===== config.mk =====
export PLATFORM = sky130hd
export DESIGN_NAME = cr16_muldiv
export DESIGN_NICKNAME = d
export VERILOG_FILES = /design/src/rtl/cr16_muldiv.sv
export SDC_FILE = /design/constraint.sdc
export NUM_CORES = 1
export LEC_CHECK = 0
export BUFFER_PORTS_ARGS = -buffer_cell sky130_fd_sc_hd__buf_4
export CAP_MARGIN = 40
export CORE_MARGIN = 4
export CORE_UTILIZATION = 54
export DETAILED_ROUTE_END_ITERATION = 16
export PLACE_DENSITY = 0.73
export SYNTH_ARGS = -nofsm -noshare
export SYNTH_HDL_FRONTEND = slang
export SYNTH_SLANG_ARGS = --single-unit

===== constraint.sdc =====
create_clock -name I_CLK -period 6.2 [get_ports I_CLK]
set_input_delay 1.24 -clock I_CLK [delete_from_list [all_inputs] [get_ports I_CLK]]
set_output_delay 1.24 -clock I_CLK [all_outputs]
set_load 0.005 [all_outputs]

===== src/rtl/cr16_muldiv.sv =====
// cr16_muldiv: iterative multiply/divide unit for the CR16 execute stage.
// Shift-add multiply and restoring divide run on operand magnitudes, one bit
// per cycle. The sign fix-up is applied on the last iteration edge.
// Divide-by-zero and signed overflow bypass the iteration and finish on the
// accept edge.
module cr16_muldiv #(
  parameter int P_WIDTH = 16
) (
  input  logic               I_CLK,
  input  logic               I_NRESET,
  input  logic               I_FLUSH,
  input  logic               I_VALID,
  output logic               O_READY,
  input  logic [2:0]         I_OPCODE,
  input  logic [P_WIDTH-1:0] I_A,
  input  logic [P_WIDTH-1:0] I_B,
  output logic               O_VALID,
  input  logic               I_READY,
  output logic [P_WIDTH-1:0] O_C,
  output logic [4:0]         O_STATUS
);

  localparam int                 CW       = $clog2(P_WIDTH + 1);
  localparam logic [CW-1:0]      CNT_LOAD = CW'(P_WIDTH);
  localparam logic [CW-1:0]      CNT_ONE  = CW'(1);
  localparam logic [CW-1:0]      CNT_ZERO = CW'(0);
  localparam logic [P_WIDTH-1:0] ALL_ONES = {P_WIDTH{1'b1}};
  localparam logic [P_WIDTH-1:0] ZERO_W   = {P_WIDTH{1'b0}};
  localparam logic [P_WIDTH-1:0] MOST_NEG = {1'b1, {(P_WIDTH-1){1'b0}}};

  typedef enum logic [1:0] {
    ST_IDLE = 2'd0,
    ST_CALC = 2'd1,
    ST_DONE = 2'd2
  } state_t;

  // Packs the ALU-compatible status word: {NEGATIVE, ZERO, FLAG, LOW, CARRY}.
  function automatic logic [4:0] status_f(input logic [P_WIDTH-1:0] res,
                                          input logic is_signed,
                                          input logic carry,
                                          input logic flag);
    status_f = {is_signed & res[P_WIDTH-1], (res == ZERO_W), flag, 1'b0, carry};
  endfunction

  // Magnitude of an operand; unsigned operands pass through unchanged.
  function automatic logic [P_WIDTH-1:0] abs_f(input logic [P_WIDTH-1:0] v,
                                               input logic is_signed);
    if (is_signed && v[P_WIDTH-1]) begin
      abs_f = ZERO_W - v;
    end else begin
      abs_f = v;
    end
  endfunction

  state_t               state_r, state_nx_s;
  logic [2:0]           op_r;
  logic [P_WIDTH-1:0]   opb_r;        // multiplicand or divisor magnitude
  logic [P_WIDTH-1:0]   hi_r;         // product high half or partial remainder
  logic [P_WIDTH-1:0]   lo_r;         // multiplier / dividend, shifting out
  logic                 neg_q_r;      // product / quotient must be negated
  logic                 neg_r_r;      // remainder must be negated
  logic [CW-1:0]        cnt_r;
  logic [P_WIDTH-1:0]   c_r;
  logic [4:0]           status_r;
  logic                 valid_r;

  logic                 in_div_s, in_signed_s, div0_s, ovf_s, special_s;
  logic [P_WIDTH-1:0]   a_mag_s, b_mag_s, special_res_s;
  logic [P_WIDTH:0]     mul_sum_s, div_pr_s, div_diff_s;
  logic                 div_ge_s;
  logic [P_WIDTH-1:0]   hi_nx_s, lo_nx_s;
  logic [2*P_WIDTH-1:0] prod_mag_s, prod_s;
  logic [P_WIDTH-1:0]   quo_s, rem_s, fin_res_s;
  logic                 fin_carry_s;
  logic [4:0]           fin_status_s;

  // Decode the incoming request and detect the fixed-result cases.
  always_comb begin
    in_div_s    = I_OPCODE[2];
    in_signed_s = ~I_OPCODE[0];
    a_mag_s     = abs_f(I_A, in_signed_s);
    b_mag_s     = abs_f(I_B, in_signed_s);
    div0_s      = in_div_s & (I_B == ZERO_W);
    ovf_s       = in_div_s & in_signed_s & (I_A == MOST_NEG) & (I_B == ALL_ONES);
    special_s   = div0_s | ovf_s;
    if (div0_s) begin
      special_res_s = I_OPCODE[1] ? I_A : ALL_ONES;
    end else if (ovf_s) begin
      special_res_s = I_OPCODE[1] ? ZERO_W : MOST_NEG;
    end else begin
      special_res_s = ZERO_W;
    end
  end

  // One shift-add or restoring-divide step on the held magnitudes.
  always_comb begin
    mul_sum_s  = {1'b0, hi_r} + (lo_r[0] ? {1'b0, opb_r} : {(P_WIDTH+1){1'b0}});
    div_pr_s   = {hi_r, lo_r[P_WIDTH-1]};
    div_ge_s   = (div_pr_s >= {1'b0, opb_r});
    div_diff_s = div_pr_s - {1'b0, opb_r};
    if (op_r[2]) begin
      hi_nx_s = div_ge_s ? div_diff_s[P_WIDTH-1:0] : div_pr_s[P_WIDTH-1:0];
      lo_nx_s = {lo_r[P_WIDTH-2:0], div_ge_s};
    end else begin
      hi_nx_s = mul_sum_s[P_WIDTH:1];
      lo_nx_s = {mul_sum_s[0], lo_r[P_WIDTH-1:1]};
    end
  end

  // Sign fix-up and result selection from the final iteration values.
  always_comb begin
    prod_mag_s  = {hi_nx_s, lo_nx_s};
    prod_s      = neg_q_r ? ({(2*P_WIDTH){1'b0}} - prod_mag_s) : prod_mag_s;
    quo_s       = neg_q_r ? (ZERO_W - lo_nx_s) : lo_nx_s;
    rem_s       = neg_r_r ? (ZERO_W - hi_nx_s) : hi_nx_s;
    fin_carry_s = 1'b0;
    case (op_r)
      3'd0: begin
        fin_res_s   = prod_s[P_WIDTH-1:0];
        fin_carry_s = ~((&prod_s[2*P_WIDTH-1:P_WIDTH-1]) | ~(|prod_s[2*P_WIDTH-1:P_WIDTH-1]));
      end
      3'd1: begin
        fin_res_s   = prod_s[P_WIDTH-1:0];
        fin_carry_s = |prod_mag_s[2*P_WIDTH-1:P_WIDTH];
      end
      3'd2, 3'd3: fin_res_s = prod_s[2*P_WIDTH-1:P_WIDTH];
      3'd4, 3'd5: fin_res_s = quo_s;
      3'd6, 3'd7: fin_res_s = rem_s;
      default:    fin_res_s = ZERO_W;
    endcase
    fin_status_s = status_f(fin_res_s, ~op_r[0], fin_carry_s, 1'b0);
  end

  // State register.
  always_ff @(posedge I_CLK or negedge I_NRESET) begin
    if (!I_NRESET) begin
      state_r <= ST_IDLE;
    end else begin
      state_r <= state_nx_s;
    end
  end

  // Next-state logic; a flush overrides every other transition.
  always_comb begin
    state_nx_s = state_r;
    if (I_FLUSH) begin
      state_nx_s = ST_IDLE;
    end else begin
      case (state_r)
        ST_IDLE: begin
          if (I_VALID) begin
            state_nx_s = special_s ? ST_DONE : ST_CALC;
          end else begin
            state_nx_s = ST_IDLE;
          end
        end
        ST_CALC: begin
          if (cnt_r == CNT_ONE) begin
            state_nx_s = ST_DONE;
          end else begin
            state_nx_s = ST_CALC;
          end
        end
        ST_DONE: begin
          if (I_READY) begin
            state_nx_s = ST_IDLE;
          end else begin
            state_nx_s = ST_DONE;
          end
        end
        default: state_nx_s = ST_IDLE;
      endcase
    end
  end

  // Output decode: requests are accepted only while idle.
  always_comb begin
    O_READY  = (state_r == ST_IDLE);
    O_VALID  = valid_r;
    O_C      = c_r;
    O_STATUS = status_r;
  end

  // Datapath: latch operands, iterate, and register the result.
  always_ff @(posedge I_CLK or negedge I_NRESET) begin
    if (!I_NRESET) begin
      op_r     <= 3'd0;
      opb_r    <= ZERO_W;
      hi_r     <= ZERO_W;
      lo_r     <= ZERO_W;
      neg_q_r  <= 1'b0;
      neg_r_r  <= 1'b0;
      cnt_r    <= CNT_ZERO;
      c_r      <= ZERO_W;
      status_r <= 5'd0;
      valid_r  <= 1'b0;
    end else if (I_FLUSH) begin
      valid_r <= 1'b0;
    end else begin
      case (state_r)
        ST_IDLE: begin
          if (I_VALID) begin
            op_r    <= I_OPCODE;
            opb_r   <= in_div_s ? b_mag_s : a_mag_s;
            lo_r    <= in_div_s ? a_mag_s : b_mag_s;
            hi_r    <= ZERO_W;
            neg_q_r <= in_signed_s & (I_A[P_WIDTH-1] ^ I_B[P_WIDTH-1]);
            neg_r_r <= in_signed_s & I_A[P_WIDTH-1];
            cnt_r   <= CNT_LOAD;
            if (special_s) begin
              c_r      <= special_res_s;
              status_r <= status_f(special_res_s, in_signed_s, 1'b0, 1'b1);
              valid_r  <= 1'b1;
            end
          end
        end
        ST_CALC: begin
          hi_r  <= hi_nx_s;
          lo_r  <= lo_nx_s;
          cnt_r <= cnt_r - CNT_ONE;
          if (cnt_r == CNT_ONE) begin
            c_r      <= fin_res_s;
            status_r <= fin_status_s;
            valid_r  <= 1'b1;
          end
        end
        ST_DONE: begin
          if (I_READY) begin
            valid_r <= 1'b0;
          end
        end
        default: valid_r <= 1'b0;
      endcase
    end
  end

endmodule

==> reports/metrics.cfg, run 1 <==
[run_status]
status=finished clean

[detailed_routing]
totalWireLength_mm=31.2
post-route-drc-count=0
first_iter_violations=964
drt-vias-per-instance=6.49
drt-wirelength-per-cell_um=21.3
ant_nets=0
vias=9510
dr.pass1.iters=6

[synthesis]
syn_area_sq_um=9040
synth_area_leaders=dfrtp_1 22%, o21ai_0 6.2%, a21oi_1 6.0%
yosysMostFrequentCell=nand2_1
synth_fa_ha_area_share_pct=5.84
synth_top_family_by_area=compound AO/OA/AOI/OAI gates
syn_inst=1215
yosys_warnings=0
ys_top_cells_by_count=139 x nand2_1, 129 x nor2_1, 112 x o21ai_0, 108 x a21oi_1, 81 x dfrtp_1
synthXorXnorAreaFrac_pct=7.93
synth.area.mux_share_pct=3.20
synthArstFlopShare_pct=100
synth.avg_cell_area_sq_um=7.44
synthFlopType=dfrtp_1
synth-compound-area-share_pct=28.9
synth_fp_nets=1296
synth-seq-cells=81
yosys.area_share.simple_pct=25.6
yosysTopAreaCellShare_pct=22.4
yosys.cell_types.count=113
yosys.area.top_type=dfrtp_1
synth_edf_count=0
yosysSeqAreaShare_pct=22.4

[critical_path]
cp.required_ns=6.47
cp-start-kind=flip-flop
cp_max_fo=15
crit_path_end_kind=flip-flop
cp.arrival_ns=5.46
crit_type=reg2reg
r2r_slack_ns=1.01

[pwr]
p_per_area_nw_per_um2=452
p_leak_nw=4.25
vdd.ir_drop.worst_mv=0.205

[clock_tree]
cts-resized-gates=0
cts_sinks=81
hold_buffers=0
cts_setup_buffers=0
cts_root_buf=clkbuf_16
clkTransAtPathRegs_ns=0.07
cts_made_buffers=9
h-tree-depth=3
insertion_delay_ns=0.36
cts_buffer_depth=2
cts_tree=built

[layout]
fill_cells=1553
nNetsFinal=1321
utilization_pct=60.1
drive_above_1_share_pct=12.4
area_growth_pct=9.51
antenna_cells=0

[min_path]
hold_path.class=reg2reg

[global_route]
grt_usage_pct=33.5
grt_start_max_net_pins=60
antenna_found_initial=0
grt_pass1_wl_mm=48.8
grt_pass1_vias=8957
gr-total-overflow=0

[die]
placeableCoreArea_sq_um=16500
io_pins=63
dieArea_sq_um=18900
die_x_um=137
start_util_pct=54.9
die_y_um=137
rows=47

[sta]
period_minus_slack_ns=5.19
skew_ns=0.0133
max_freq_mhz=193
maxSlewViolCount=0
max_slew_margin_pct=43.5
rsz0062_at_grt=no
tightest_slew_ns=0.839
setup_viol=0
fin_tns_setup_ns=0
timing.final.crit_share_pct=83.7
hold_viol_final=0

[job]
drv_cap=0

[place]
io_buffer_count=61
dpl.hpwl_mm=24.1
gp_congestion=0.977

-- power breakdown --
part,switching [mW],internal [mW],leakage (nW)
clock network,0.270,0.320,0.149
registers,0.166,0.657,1.04
logic,1.95,1.11,3.06
total,2.38,2.09,4.25
-- metrics by stage --
step	cells	cell area [sq um]	setup WS (ns)	power [mW]	hold WS (ns)
global placement	1448	9580	1.30	3.79	0.462
finish	1465	9900	1.01	4.47	0.480
detailed placement	1449	9590	1.14	3.79	0.472
CTS	1465	9900	1.12	4.39	0.486
floorplan	1215	9040	1.72	3.01	0.450
global route	1465	9900	0.575	4.76	0.507
-- metal layers --
layer  wire [um]  global-route usage (%)  vias up
met4        1360                    15.7        0
met5           0                       0        -
met2       14000                    51.7      469
li1            -                       -     4465
met1       13100                    44.4     4481
met3        2690                    7.82       95
-- cells in the final DEF (no fill, tap or decap), types with 33 or more instances in the layout --
cell type  instances
xor2_1            34
xnor2_1           46
inv_1             54
nand3_1           34
nor3_1            33
buf_4             80
dfrtp_1           80
a21oi_1          108
o21ai_0          111
nor2_1           129
ha_1              39
nand2_1          139
-- final timing paths --
check | from | to | depth (start not counted)
max in group asynchronous | I_NRESET | op_r[2] | 2
max | hi_r[1] | O_STATUS[3] | 19
min | opb_r[12] | opb_r[12] | 2
max reg2reg | hi_r[1] | O_STATUS[3] | 19
min in group asynchronous | I_NRESET | O_STATUS[0] | 1
min reg2reg | opb_r[12] | opb_r[12] | 2
-- sequential cells by signal, summed over array words and instances, names as in the netlist --
signal / cells
hi_r: 16
O_C: 16
opb_r: 16
neg_q_r: 1
neg_r_r: 1
O_VALID: 1
state_r: 2
lo_r: 16
op_r: 3
O_STATUS: 4
cnt_r: 5
-- cell families after synthesis --
logic type / Yosys count
other cells: 1
mux: 28
buf+inv: 122
simple gates: 466
xor+xnor: 81
fa+ha+maj: 41
flops: 81
compound gates: 395
-- final cells by class --
cell class                      count  area [sq um]  area share, %
Timing Repair Buffer               80           601           6.07
Sequential cell                    81          2030           20.5
Clock inverter                      7          83.8          0.847
Clock buffer                        9           225           2.28
Inverter                           56           210           2.12
Multi-Input combinational cell   1012          6470           65.4
Tap cell                          220           275           2.78
-- worst max-delay path, cell delays in order, from the launching register on --
cell and delay (ns):
dfrtp_1 0.45, ha_1 0.40, o211ai_2 0.19, a21oi_1 0.08, o21a_2 0.24, o21a_4 0.29
nor2_2 0.30, nor3_1 0.09, a211o_1 0.33, inv_1 0.10, ha_1 0.23, inv_1 0.10
nor4_1 0.75, nand3_1 0.27, nor4_1 0.27, o2bb2ai_1 0.12, xnor2_1 0.18, a2111oi_2 0.39
nand4_1 0.15, o31ai_2 0.19
(Power assumes the default switching activity.)
==> run 2: changes to the inputs <==
- clock period: 6.2 -> 5.35 ns (I/O delays scaled with it)
==> reports/metrics.cfg, run 2 (synthesis results as in run 1) <==
[detailed_routing]
wl_met2_mm=14.0  ; -0.18%
ant_nets=0  ; unchanged
drt-wirelength-per-cell_um=21.0  ; -1.3%
dr_wl_met3_mm=2.70  ; +0.30%
highest_layer=met4
first_iter_violations=916  ; -5.0%
post-route-drc-count=0  ; unchanged
wl_met1_mm=12.9  ; -1.7%
vias=9582  ; +0.76%
drt-vias-per-instance=6.50  ; +0.14%
dr.pass1.iters=5  ; -1
totalWireLength_mm=31.0  ; -0.65%

[sta]
max_slew_margin_pct=44.0  ; +0.41 points
setup_viol=0  ; unchanged
maxSlewViolCount=0  ; unchanged
max_freq_mhz=205  ; +6.4%
period_minus_slack_ns=4.88  ; -0.311 ns
hold_viol_final=0  ; unchanged
tightest_slew_ns=0.840  ; +0.00136 ns
skew_ns=0.0105  ; -0.00282 ns
setup_slack_ns=0.474  ; -0.539 ns
fin_tns_setup_ns=0  ; unchanged
timing.final.crit_share_pct=91.1  ; +7.5 points
rsz0062_at_grt=no

[critical_path]
worst-r2r-cell-count=20  ; +1
worstReg2RegEnd=O_STATUS[3]
cp_max_fo=15  ; unchanged
crit_path_end_kind=flip-flop
r2r_slack_ns=0.47  ; -0.54 ns
cp.arrival_ns=5.14  ; -0.32 ns
r2r-start=hi_r[1]
cp-start-kind=flip-flop
crit_type=reg2reg
cp.required_ns=5.61  ; -0.86 ns

[global_route]
grt_usage_pct=32.9  ; -0.65 points
grt_pass1_wl_mm=48.1  ; -1.3%
antenna_found_initial=0  ; unchanged
grt_pass1_vias=8730  ; -2.5%
gr-total-overflow=0  ; unchanged
grt_start_max_net_pins=57  ; -5.0%

[die]
placeableCoreArea_sq_um=16500  ; unchanged
io_pins=63  ; unchanged
rows=47  ; unchanged
die_y_um=137  ; unchanged
die_x_um=137  ; unchanged
dieArea_sq_um=18900  ; unchanged
start_util_pct=54.9  ; unchanged

[pwr]
power.share.clock_pct=12.7  ; -0.5 points
vdd.ir_drop.worst_mv=0.245  ; +20%
power_frac_seq_pct=18.3  ; about the same
switching_power_mw=2.77  ; +16%
total_power_mw=5.25  ; +17%
pwr-share-comb_pct=69.0  ; +0.6 points
intPower_mw=2.48  ; +19%
p_per_area_nw_per_um2=527  ; +17%
p_leak_nw=4.29  ; +0.90%
swShare_pct=52.8  ; -0.49 points

[layout]
layout.cells.most_common=nand2_1
nNetsFinal=1330  ; +0.68%
utilization_pct=60.5  ; +0.36 points
drive_above_1_share_pct=12.9  ; +0.55 points
regArea_sq_um=2030  ; unchanged
antenna_cells=0  ; unchanged
final_cell_mix=139 x nand2_1, 129 x nor2_1, 111 x o21ai_0, 108 x a21oi_1, 89 x buf_4
multi_input_area_sq_um=6470  ; unchanged
area_growth_pct=10.2
fill_cells=1558  ; +0.32%
stdcell_count=1474  ; +0.61%

[place]
dpl.hpwl_mm=24.0  ; -0.49%
gp_congestion=0.971  ; -0.60%
io_buffer_count=61  ; unchanged
place_inst=1458  ; +0.62%
dpl_worst_slack_ns=0.577  ; -0.561 ns

[clock_tree]
hold_buffers=0  ; unchanged
cts-resized-gates=0  ; unchanged
h-tree-depth=3  ; unchanged
cts_sinks=81  ; unchanged
cts_made_buffers=9  ; unchanged
cts_root_buf=clkbuf_16
insertion_delay_ns=0.36  ; about the same
clkTransAtPathRegs_ns=0.07  ; about the same
cts_setup_buffers=0  ; unchanged
cts_buffer_depth=2  ; unchanged
cts_tree=built

[min_path]
hp-start=opb_r[3]
hold_path.class=reg2reg
hold_end=opb_r[3]
min_path_cells=2  ; unchanged

[job]
drv_cap=0  ; unchanged

[run_status]
status=finished clean

## run 2: changes by cell type in the layout (fill, tap and decap cells not counted)
| cell | change |
|---|---|
| inv_6 | +1 |
| clkbuf_1 | +1 |
| buf_4 | +9 |
| clkinv_4 | -1 |
| inv_8 | -1 |
## run 2: final cells by class
class | count | share of cell area (%)
multi-input combinational | 1012 | 65.0
sequential | 81 | 20.4
timing repair buffer | 89 | 6.71
tap | 220 | 2.76
clock buffer | 10 | 2.30
inverter | 56 | 2.11
clock inverter | 6 | 0.729
## run 2: metal layers
layer / vias up / track usage [%]
li1: 4483 / -
met1: 4472 / 43.7
met2: 524 / 51.6
met3: 103 / 6.76
met4: 0 / 14.6
met5: - / 0
## run 2: power by group through the flow
stage,combinational (mW),clock (mW),sequential (mW)
after floorplan,2.60,0,0.887
after global placement,3.51,0,0.960
after detailed placement,3.52,0,0.965
after CTS,3.54,0.666,0.954
after global routing,3.92,0.687,0.978
final,3.62,0.664,0.963
## run 2: worst max path at each step
stage             start     endpoint
3_5_place_dp    hi_r[1]  O_STATUS[3]
4_1_cts         hi_r[1]  O_STATUS[3]
2_1_floorplan   hi_r[7]  O_STATUS[3]
6_report        hi_r[1]  O_STATUS[3]
5_1_grt        opb_r[8]  O_STATUS[0]
3_3_place_gp    hi_r[1]  O_STATUS[0]
## run 2: worst max-delay path: stages (launching register included)
cell and delay [ns]:
dfrtp_1 0.46, ha_1 0.41, o211ai_2 0.19, a21oi_1 0.09, o21a_2 0.26, o21a_4 0.29, nor2_2 0.27, nor3_1 0.08
a211o_1 0.31, inv_1 0.10, ha_1 0.24, inv_1 0.10, nor4_1 0.35, buf_4 0.20, nand3_1 0.13, nor4_1 0.28
o2bb2ai_1 0.13, xnor2_1 0.18, a2111oi_2 0.36, nand4_1 0.14, o31ai_2 0.18
## run 2: per-stage QoR
step	hold WS, ns	instance area [sq um]
after floorplan	0.450	9040
after global placement	0.462	9660
after detailed placement	0.471	9660
after CTS	0.485	9960
after global routing	0.514	9960
final	0.483	9960
